**config.mk**
```make
export PLATFORM = sky130hd
export DESIGN_NAME = mem_req_arbiter
export DESIGN_NICKNAME = d
export VERILOG_FILES = /design/src/rtl/mem_req_arbiter.sv
export SDC_FILE = /design/constraint.sdc
export NUM_CORES = 2
export LEC_CHECK = 0
export BUFFER_PORTS_ARGS = -buffer_cell sky130_fd_sc_hd__buf_2
export CAP_MARGIN = 5
export CORE_MARGIN = 8
export CORE_UTILIZATION = 59
export CTS_CLUSTER_DIAMETER = 200
export DETAILED_ROUTE_END_ITERATION = 8
export GPL_ROUTABILITY_DRIVEN = 0
export PLACE_DENSITY = 0.81
export RECOVER_POWER = 50
export SLEW_MARGIN = 20
export SYNTH_ARGS = -nofsm -noshare
export SYNTH_HDL_FRONTEND = slang
export SYNTH_SLANG_ARGS = --single-unit
```
**constraint.sdc**
```tcl
create_clock -name sys_clk -period 16.5 [get_ports sys_clk]
set_input_delay 1.65 -clock sys_clk [delete_from_list [all_inputs] [get_ports sys_clk]]
set_output_delay 1.65 -clock sys_clk [all_outputs]
set_load 0.05 [all_outputs]
```
**src/rtl/mem_req_arbiter.sv**
```systemverilog
// mem_req_fifo: small synchronous FIFO with a registered not-full flag and a fall-through head.
// Latency: a pushed entry is visible at dout on the cycle after the push edge.
// Backpressure: rdy_q is low while full (and during reset); callers never push when full or pop when empty.
module mem_req_fifo #(
    parameter int WIDTH = 8,
    parameter int DEPTH = 4
) (
    input  logic             clk,
    input  logic             rst,
    input  logic             push,
    input  logic [WIDTH-1:0] din,
    input  logic             pop,
    output logic [WIDTH-1:0] dout,
    output logic             empty,
    output logic             rdy_q
);

    localparam int PW = $clog2(DEPTH);
    localparam int CW = PW + 1;

    logic [WIDTH-1:0] mem_q [DEPTH];
    logic [PW-1:0]    wr_ptr_q, wr_ptr_d;
    logic [PW-1:0]    rd_ptr_q, rd_ptr_d;
    logic [CW-1:0]    cnt_q, cnt_d;
    logic             rdy_d;

    // Pointer/count update; ready is derived from the next count so it is exact yet registered.
    always_comb begin
        wr_ptr_d = wr_ptr_q + PW'(push);
        rd_ptr_d = rd_ptr_q + PW'(pop);
        cnt_d    = cnt_q + CW'(push) - CW'(pop);
        rdy_d    = (cnt_d != CW'(DEPTH));
    end

    // Control state; ready stays low while reset is held and rises on the first clock after.
    always_ff @(posedge clk or posedge rst) begin
        if (rst) begin
            wr_ptr_q <= '0;
            rd_ptr_q <= '0;
            cnt_q    <= '0;
            rdy_q    <= 1'b0;
        end else begin
            wr_ptr_q <= wr_ptr_d;
            rd_ptr_q <= rd_ptr_d;
            cnt_q    <= cnt_d;
            rdy_q    <= rdy_d;
        end
    end

    // Storage array; contents need no reset because the count gates every read.
    always_ff @(posedge clk) begin
        if (push) begin
            mem_q[wr_ptr_q] <= din;
        end
    end

    assign dout  = mem_q[rd_ptr_q];
    assign empty = (cnt_q == '0);

endmodule

// mem_req_arbiter: per-port request queues, round-robin onto one memory port, in-order read return routing.
// Latency: request accepted at edge E0 appears on mem_valid after E1; read data returns on rsp one cycle after mem_rvalid.
// Backpressure: req_ready drops when a port queue is full; reads stall (writes pass) while OUTST reads are outstanding.
module mem_req_arbiter #(
    parameter int NPORT  = 4,
    parameter int ADDR_W = 27,
    parameter int DATA_W = 128,
    parameter int QDEPTH = 4,
    parameter int OUTST  = 8
) (
    input  logic                     sys_clk,
    input  logic                     rst,
    input  logic [NPORT-1:0]         req_valid,
    input  logic [NPORT-1:0]         req_we,
    input  logic [NPORT*ADDR_W-1:0]  req_addr,
    input  logic [NPORT*DATA_W-1:0]  req_wdata,
    output logic [NPORT-1:0]         req_ready,
    output logic                     mem_valid,
    output logic                     mem_we,
    output logic [ADDR_W-1:0]        mem_addr,
    output logic [DATA_W-1:0]        mem_wdata,
    input  logic                     mem_ready,
    input  logic                     mem_rvalid,
    input  logic [DATA_W-1:0]        mem_rdata,
    output logic [NPORT-1:0]         rsp_valid,
    output logic [DATA_W-1:0]        rsp_data,
    output logic                     busy,
    output logic                     err
);

    localparam int PW = $clog2(NPORT);

    typedef struct packed {
        logic              we;
        logic [ADDR_W-1:0] addr;
        logic [DATA_W-1:0] wdata;
    } req_t;

    localparam int RW = $bits(req_t);

    // Per-port queues
    req_t             q_din  [NPORT];
    req_t             q_dout [NPORT];
    logic [NPORT-1:0] q_push;
    logic [NPORT-1:0] q_pop;
    logic [NPORT-1:0] q_empty;
    logic [NPORT-1:0] q_rdy;
    logic [NPORT-1:0] elig;

    // Tag FIFO of outstanding read owners
    logic             tag_push;
    logic             tag_pop;
    logic [PW-1:0]    tag_head;
    logic             tag_empty;
    logic             tag_rdy;

    // Arbitration
    logic             can_load;
    logic             gnt_vld;
    logic [PW-1:0]    gnt_idx;
    logic [PW:0]      cand;
    req_t             gnt_req;

    // Registered state
    logic [PW-1:0]    p_q, p_d;
    logic             out_vld_q, out_vld_d;
    req_t             out_q, out_d;
    logic [NPORT-1:0] rsp_valid_q, rsp_valid_d;
    logic [DATA_W-1:0] rsp_data_q, rsp_data_d;
    logic             err_q, err_d;

    for (genvar k = 0; k < NPORT; k++) begin : g_port
        assign q_din[k] = '{we:    req_we[k],
                            addr:  req_addr[k*ADDR_W +: ADDR_W],
                            wdata: req_wdata[k*DATA_W +: DATA_W]};
        assign q_push[k] = req_valid[k] & q_rdy[k];

        mem_req_fifo #(
            .WIDTH (RW),
            .DEPTH (QDEPTH)
        ) u_q (
            .clk   (sys_clk),
            .rst   (rst),
            .push  (q_push[k]),
            .din   (q_din[k]),
            .pop   (q_pop[k]),
            .dout  (q_dout[k]),
            .empty (q_empty[k]),
            .rdy_q (q_rdy[k])
        );

        // A read head waits for a free tag slot; a write head never does.
        assign elig[k] = ~q_empty[k] & (q_dout[k].we | tag_rdy);
    end

    assign req_ready = q_rdy;

    mem_req_fifo #(
        .WIDTH (PW),
        .DEPTH (OUTST)
    ) u_tag (
        .clk   (sys_clk),
        .rst   (rst),
        .push  (tag_push),
        .din   (gnt_idx),
        .pop   (tag_pop),
        .dout  (tag_head),
        .empty (tag_empty),
        .rdy_q (tag_rdy)
    );

    // Round-robin search from p over eligible heads, only when the output register can take a new entry.
    always_comb begin
        can_load = ~out_vld_q | mem_ready;
        gnt_vld  = 1'b0;
        gnt_idx  = '0;
        cand     = '0;
        if (can_load) begin
            for (int i = 0; i < NPORT; i++) begin
                cand = {1'b0, p_q} + (PW+1)'(i);
                if (cand >= (PW+1)'(NPORT)) begin
                    cand = cand - (PW+1)'(NPORT);
                end
                if (!gnt_vld && elig[cand[PW-1:0]]) begin
                    gnt_vld = 1'b1;
                    gnt_idx = cand[PW-1:0];
                end
            end
        end
    end

    // Grant side effects: pop the winner, load the output register, advance p, record read owner.
    always_comb begin
        q_pop     = '0;
        gnt_req   = q_dout[gnt_idx];
        tag_push  = 1'b0;
        p_d       = p_q;
        out_vld_d = out_vld_q & ~mem_ready;
        out_d     = out_q;
        if (gnt_vld) begin
            q_pop[gnt_idx] = 1'b1;
            tag_push       = ~gnt_req.we;
            p_d            = (gnt_idx == PW'(NPORT-1)) ? '0 : gnt_idx + 1'b1;
            out_vld_d      = 1'b1;
            out_d          = gnt_req;
        end
    end

    // Read return: route to the oldest tag; data with no tag outstanding is dropped and flagged.
    always_comb begin
        tag_pop     = mem_rvalid & ~tag_empty;
        rsp_valid_d = '0;
        rsp_data_d  = rsp_data_q;
        err_d       = err_q;
        if (tag_pop) begin
            rsp_valid_d[tag_head] = 1'b1;
            rsp_data_d            = mem_rdata;
        end
        if (mem_rvalid && tag_empty) begin
            err_d = 1'b1;
        end
    end

    // Arbiter pointer, output register, response register and sticky error.
    always_ff @(posedge sys_clk or posedge rst) begin
        if (rst) begin
            p_q         <= '0;
            out_vld_q   <= 1'b0;
            out_q       <= '0;
            rsp_valid_q <= '0;
            rsp_data_q  <= '0;
            err_q       <= 1'b0;
        end else begin
            p_q         <= p_d;
            out_vld_q   <= out_vld_d;
            out_q       <= out_d;
            rsp_valid_q <= rsp_valid_d;
            rsp_data_q  <= rsp_data_d;
            err_q       <= err_d;
        end
    end

    assign mem_valid = out_vld_q;
    assign mem_we    = out_q.we;
    assign mem_addr  = out_q.addr;
    assign mem_wdata = out_q.wdata;
    assign rsp_valid = rsp_valid_q;
    assign rsp_data  = rsp_data_q;
    assign err       = err_q;
    assign busy      = ~(&q_empty) | out_vld_q | ~tag_empty;

endmodule
```
-- After elaboration in Yosys (flattened, before gate mapping)
Memory sizes are Yosys's and may differ from the RTL's.
Cells that the tools add are included.
- register bits after elaboration: 335
- memory bits (writable): 2512
- memories: 5
- memories (name ; depth ; bits a word ; rd ports ; clocked after memory_dff ; write ports ; RTL line ; text):
    g_port[0].u_q.mem_q ; 4 ; 156 ; 1 ; 0 ; 1 ; 21 ; logic [WIDTH-1:0] mem_q [DEPTH];
    g_port[1].u_q.mem_q ; 4 ; 156 ; 1 ; 0 ; 1 ; 21 ;
    g_port[2].u_q.mem_q ; 4 ; 156 ; 1 ; 0 ; 1 ; 21 ;
    g_port[3].u_q.mem_q ; 4 ; 156 ; 1 ; 0 ; 1 ; 21 ;
    u_tag.mem_q ; 8 ; 2 ; 1 ; 0 ; 1 ; 21 ;
- $add $sub $neg: 28
- magnitude comparators: 13
- eq/ne operators: 6
- muxes and demuxes: 51
- bitwise operators: 27
- reduce and logical (&&, ||, !) cells: 15
- operators by type and width (cell ; count):
    156-bit binary-select mux with 2-bit select ; 1
    156-bit two-way mux ; 2
    2-bit two-way mux ; 14
    1-bit two-way mux ; 26
    3-bit by 1-bit adder with 3-bit output ; 6
    2-bit by 3-bit less-than comparator with 1-bit output, second input constant ; 6
    2-bit by 1-bit adder with 2-bit output ; 8
    3-bit greater-or-equal comparator, second input constant ; 4
    3-bit zero test ; 4
    3-bit != test, second input constant ; 4
    3-bit by 1-bit subtractor with 3-bit output ; 4
    1-bit AND ; 10
    1-bit inverter ; 9
    1-bit binary-select mux with 2-bit select ; 4
    4-bit two-way mux ; 2
    2-bit by 1-bit subtractor with 2-bit output, second input constant ; 4
    1-bit bitwise OR ; 7
    2-bit by 2-bit adder with 3-bit output, second input constant ; 2
    1-bit logical AND ; 6
    4-bit by 1-bit adder with 4-bit output ; 1
    1-bit demux with 2-bit select ; 2
    2-bit by 1-bit greater-or-equal comparator with 1-bit output, second input constant ; 2
    4-bit zero test ; 1
    4-bit != test, second input constant ; 1
    8 further kinds ; 10

-- Logic depth before layout (Yosys ltp)
- word-level depth: 28
- gate-level depth with buffers: 19
- mapped depth without buffers: 15

-- Modules after synthesis
Synthesis repeated with hierarchy kept, for this count alone.
- cells, all modules: 5080
- area total of the unflattened synthesis: 111768.4 µm²
- by module, submodules not included (module ; times used ; cells an instance ; area an instance (µm²) ; seq. area each (µm²)):
    mem_req_fifo at g_port[1].u_q ... ; 3 ; 844 ; 23000.8 ; 18938.2
    mem_req_fifo at g_port[0].u_q ; 1 ; 844 ; 23039.6 ; 18938.2
    mem_req_arbiter ; 1 ; 1629 ; 18539.0 ; 7307.0
    mem_req_fifo at u_tag ; 1 ; 75 ; 1187.4 ; 755.7

-- Least setup slack after synthesis
OpenSTA, ideal clock, no wires.
- kind: input-to-reg
- start point: in req_valid[0]
- end point: mem g_port[0].u_q.mem_q[1][0] (netlist bit) (enable)
- data arrival time: 13063 ps
- required time: 15605 ps
- slack: 2542 ps
- stages: 2
- buffers on the path: 0
- cells stage by stage: nand2_1 nor3b_1
- cells in the longest elaborated chain, start to end: 3
- RTL lines (what ; RTL line ; text):
    start, declared ; 74 ; input logic [NPORT-1:0] req_valid,
    1-bit AND ; 137 ; assign q_push[k] = req_valid[k] & q_rdy[k];
    1-bit two-way mux ; 52 ; if (push) begin
    1-bit two-way mux (not written as such) ; 53 ; mem_q[wr_ptr_q] <= din;
    end, declared ; 21 ;
No other way between the ends.

==> Implementation_results.wiki <==
{| class="wikitable"
! Metric !! Value
|-
| Outcome || finished, violations left
|-
| Violated checks || max-capacitance violations, max-slew violations
|-
| Placed cell count || 8208
|-
| Leading cell types in the layout, fill and taps excluded || edfxtp_1 (2512), clkbuf_1 (724), mux4_2 (625)
|-
| Number of buffer cells added on primary ports || 1054
|-
| Most common cell after layout, fill and taps aside || edfxtp_1
|-
| Critical Path, Cell by Cell || buf_2 > clkinvlp_2 > clkbuf_1
|-
| Num CTS Buffers || 295
|-
| Final Net Count || 6926
|-
| Number of rows in the core area || 156
|-
| Pin count of the biggest net entering global routing || 158
|-
| Overall die height || 441.5 um
|-
| Largest buffer count on any clock path || 4
|-
| Final hold viol count || 0
|-
| Remaining number of nets flagged by the antenna check after routing || 0
|-
| Final count of negative-setup-slack endpoints || 0
|-
| Number of global-route vias before repair || 60.47k
|-
| Starting Density || 59.22%
|-
| Cell with the largest stage delay on the worst path || clkinvlp_2
|-
| Cells after Synth || 4979
|-
| Transition at the pin with the smallest max-transition slack || 4.877 ns
|-
| Non-Filler Instances || 8938
|-
| Flop and latch count out of synthesis || 2847
|-
| Endpoint arrival time on the critical path || 6.82 ns
|-
| Routed via count || 60.18k
|-
| CP Data Required Time || 16.85 ns
|-
| Top-level I/O count || 1055
|-
| Maximum fanout count along the critical path || 82
|-
| CTS tree || built
|-
| Type of destination of the critical path || asynchronous set/reset pin
|-
| Synth cell types || 59
|-
| Number of instances resized during post-cts repair || 0
|-
| Library cell used as clock root buffer || clkbuf_16
|-
| GRT Overall Usage || 32.72%
|-
| Ranking of synthesized cells by area || edfxtp_1 (71%), mux4_2 (13%), dfrtp_1 (7.8%)
|-
| Max-Cap Viols || 18
|-
| Final wirelength || 328.5 mm
|-
| DRC violation count after routing || 0
|-
| Fraction of layout instances using a drive strength above 1 || 24.59%
|-
| Worst min-delay path class || reg -> reg
|-
| Maximum resistive drop on vdd || 0.1776 mV
|-
| Worst R2R Setup Slack || 10.13 ns
|-
| Worst flop-to-flop path startpoint || g_port[0].u_q.rd_ptr_q[1]
|-
| Share of synthesized registers carrying an async set or reset || 11.77%
|-
| Antenna violations before repair || 216
|-
| Total number of yosys warnings || 0
|-
| Commonest register cell after synthesis || edfxtp_1
|-
| Drt first-iter violations || 8172
|-
| GRT Residual Overflow || 0
|-
| Kind of start point of the critical path || input pin
|-
| Clock slew at the register clock pins of the worst setup and hold paths || 0.06 ns
|-
| First-pass GRT wire length || 445.9 mm
|-
| Maximum clock frequency || 154.4 MHz
|-
| Post-layout instance area || 0.1238 mm2
|-
| Post-route worst hold slack || 0.4676 ns
|-
| First-pass iteration count of the detailed router || 6
|-
| Worst Setup Path Type || in -> async
|-
| Number of setup buffers added after CTS || 0
|-
| Area post-placement || 0.1148 mm2
|-
| Seq/Total Area, Yosys || 78.47%
|-
| Portion of synthesized cell area occupied by the leading cell type || 70.62%
|-
| Hold-fix buffers at CTS || 0
|-
| Tightest slew margin relative to the limit || -226.9%
|-
| Number of sinks on the clock net || 2847
|-
| RSZ-0062 raised after global routing || no
|-
| Biggest area consumer among synthesized cells || edfxtp_1
|-
| Power density normalized to cell area || 198.9 mW/mm2
|-
| Via/cell ratio || 6.733
|-
| Clock latency at the later pin of the worst-skew pair || 0.96 ns
|-
| Pins over their slew limit || 609
|-
| Worst setup path startpoint || rst
|-
| Placeable core region || 0.1804 mm2
|-
| Horizontal die dimension || 441.5 um
|-
| Synthesis-to-layout area growth || 15.94%
|-
| Aggregate negative setup slack || 0 ns
|-
| Synth Cell Area || 0.1068 mm2
|-
| Final period demand of the worst path || 6.479 ns
|-
| Mean routed wirelength per cell || 36.76 um
|-
| Period utilisation layout || 39.26%
|-
| Post-Synthesis Net Count || 5765
|-
| Largest delay contributor family on the critical path || buffers and inverters
|-
| Full die area || 0.1949 mm2
|-
| Number of synthesized flops with an enable pin || 2512
|-
| Largest incremental delay on the critical path || 2.68 ns
|-
| Worst Clk Skew || 0.07231 ns
|-
| Synthesized area per cell || 21.45 um2
|-
| Hold wc startpoint || rsp_data[64]
|-
| Leakage || 42.46 nW
|-
| H-tree levels || 5
|-
| PnR Total Power || 0.02463 W
|-
| HPWL after detailed placement || 188.7 mm
|-
| Buf/Inv on CP || 3
|}
metal layers:
metal / track usage (%) / part of all wire (%) / up-vias
met1: 37.96 / 31 / 30670
met3: 9.392 / 12 / 1162
met4: 26.16 / 9.3 / 40
li1: - / - / 23100
met5: 0.02480 / 0.079 / -
met2: 51.38 / 47 / 5216
area by class of cell:
cell class / count / area [um2]
antenna: 213 / 533.0
clock buffer: 416 / 8307
clock inverter: 96 / 985.9
fill: 10850 / 56510
inverter: 23 / 107.6
multi-input combinational: 1827 / 21740
sequential: 2847 / 83850
tap: 2370 / 2965
timing repair buffer: 1146 / 5359
worst min-delay path: cells and delay by family, from the launching register on:
family | cells | cell delay (ns)
flops | 1 | 0.33
simple gates | 2 | 0.11
cells in the mapped netlist, types with 10 or more instances:
cell type	n
edfxtp_1	2512
mux4_2	625
nand2_1	569
dfrtp_1	335
clkbuf_1	244
mux2i_1	161
a22oi_1	155
o221ai_1	155
ha_1	21
inv_1	21
xnor2_1	16
nand3_1	14
nor2_1	13
buf_6	12
a21oi_1	10
buf_1	10
cell families after synthesis:
kind of cell             count (synthesis)  synth area share (%)
adder cells (fa/ha/maj)                 26                0.3397
AND/OR/NAND/NOR                        641                 2.387
AO/OA/AOI/OAI                          347                 2.641
multiplexers                           789                 14.72
XOR/XNOR                                24                0.1968
buffers and inverters                  305                 1.243
flip-flops                            2847                 78.47
sequential cells by signal, summed over array words and instances (netlist names), 4 cells and up:
signal / cells
g_port.u_q.mem_q: 2496
mem_wdata: 128
rsp_data: 128
mem_addr: 27
u_tag.mem_q: 16
g_port.u_q.cnt_q: 12
g_port.u_q.rd_ptr_q: 8
g_port.u_q.wr_ptr_q: 8
g_port.u_q.rdy_q: 4
rsp_valid: 4
u_tag.cnt_q: 4
through the flow:
stage	setup WS, ns	utilization (%)
floorplan	2.542	-
global placement	10.20	63.65
detailed placement	10.05	63.65
CTS	10.12	68.80
global route	9.408	68.59
finish	10.02	68.67
final timing paths:
check | to | cells past startpoint
setup / recovery | mem_wdata[67] | 3
hold / removal | rsp_data[64] | 2
setup reg to reg | g_port[2].u_q.rdy_q | 14
hold reg to reg | rsp_data[64] | 2
max in group sys_clk | g_port[2].u_q.rdy_q | 14
min in group asynchronous | rsp_data[119] | 2
power by group:
group          switching, W  internal (W)
logic               0.00509       0.00269
registers          0.000821       0.00953
clock network       0.00269       0.00381
(Power assumes the default switching activity.)
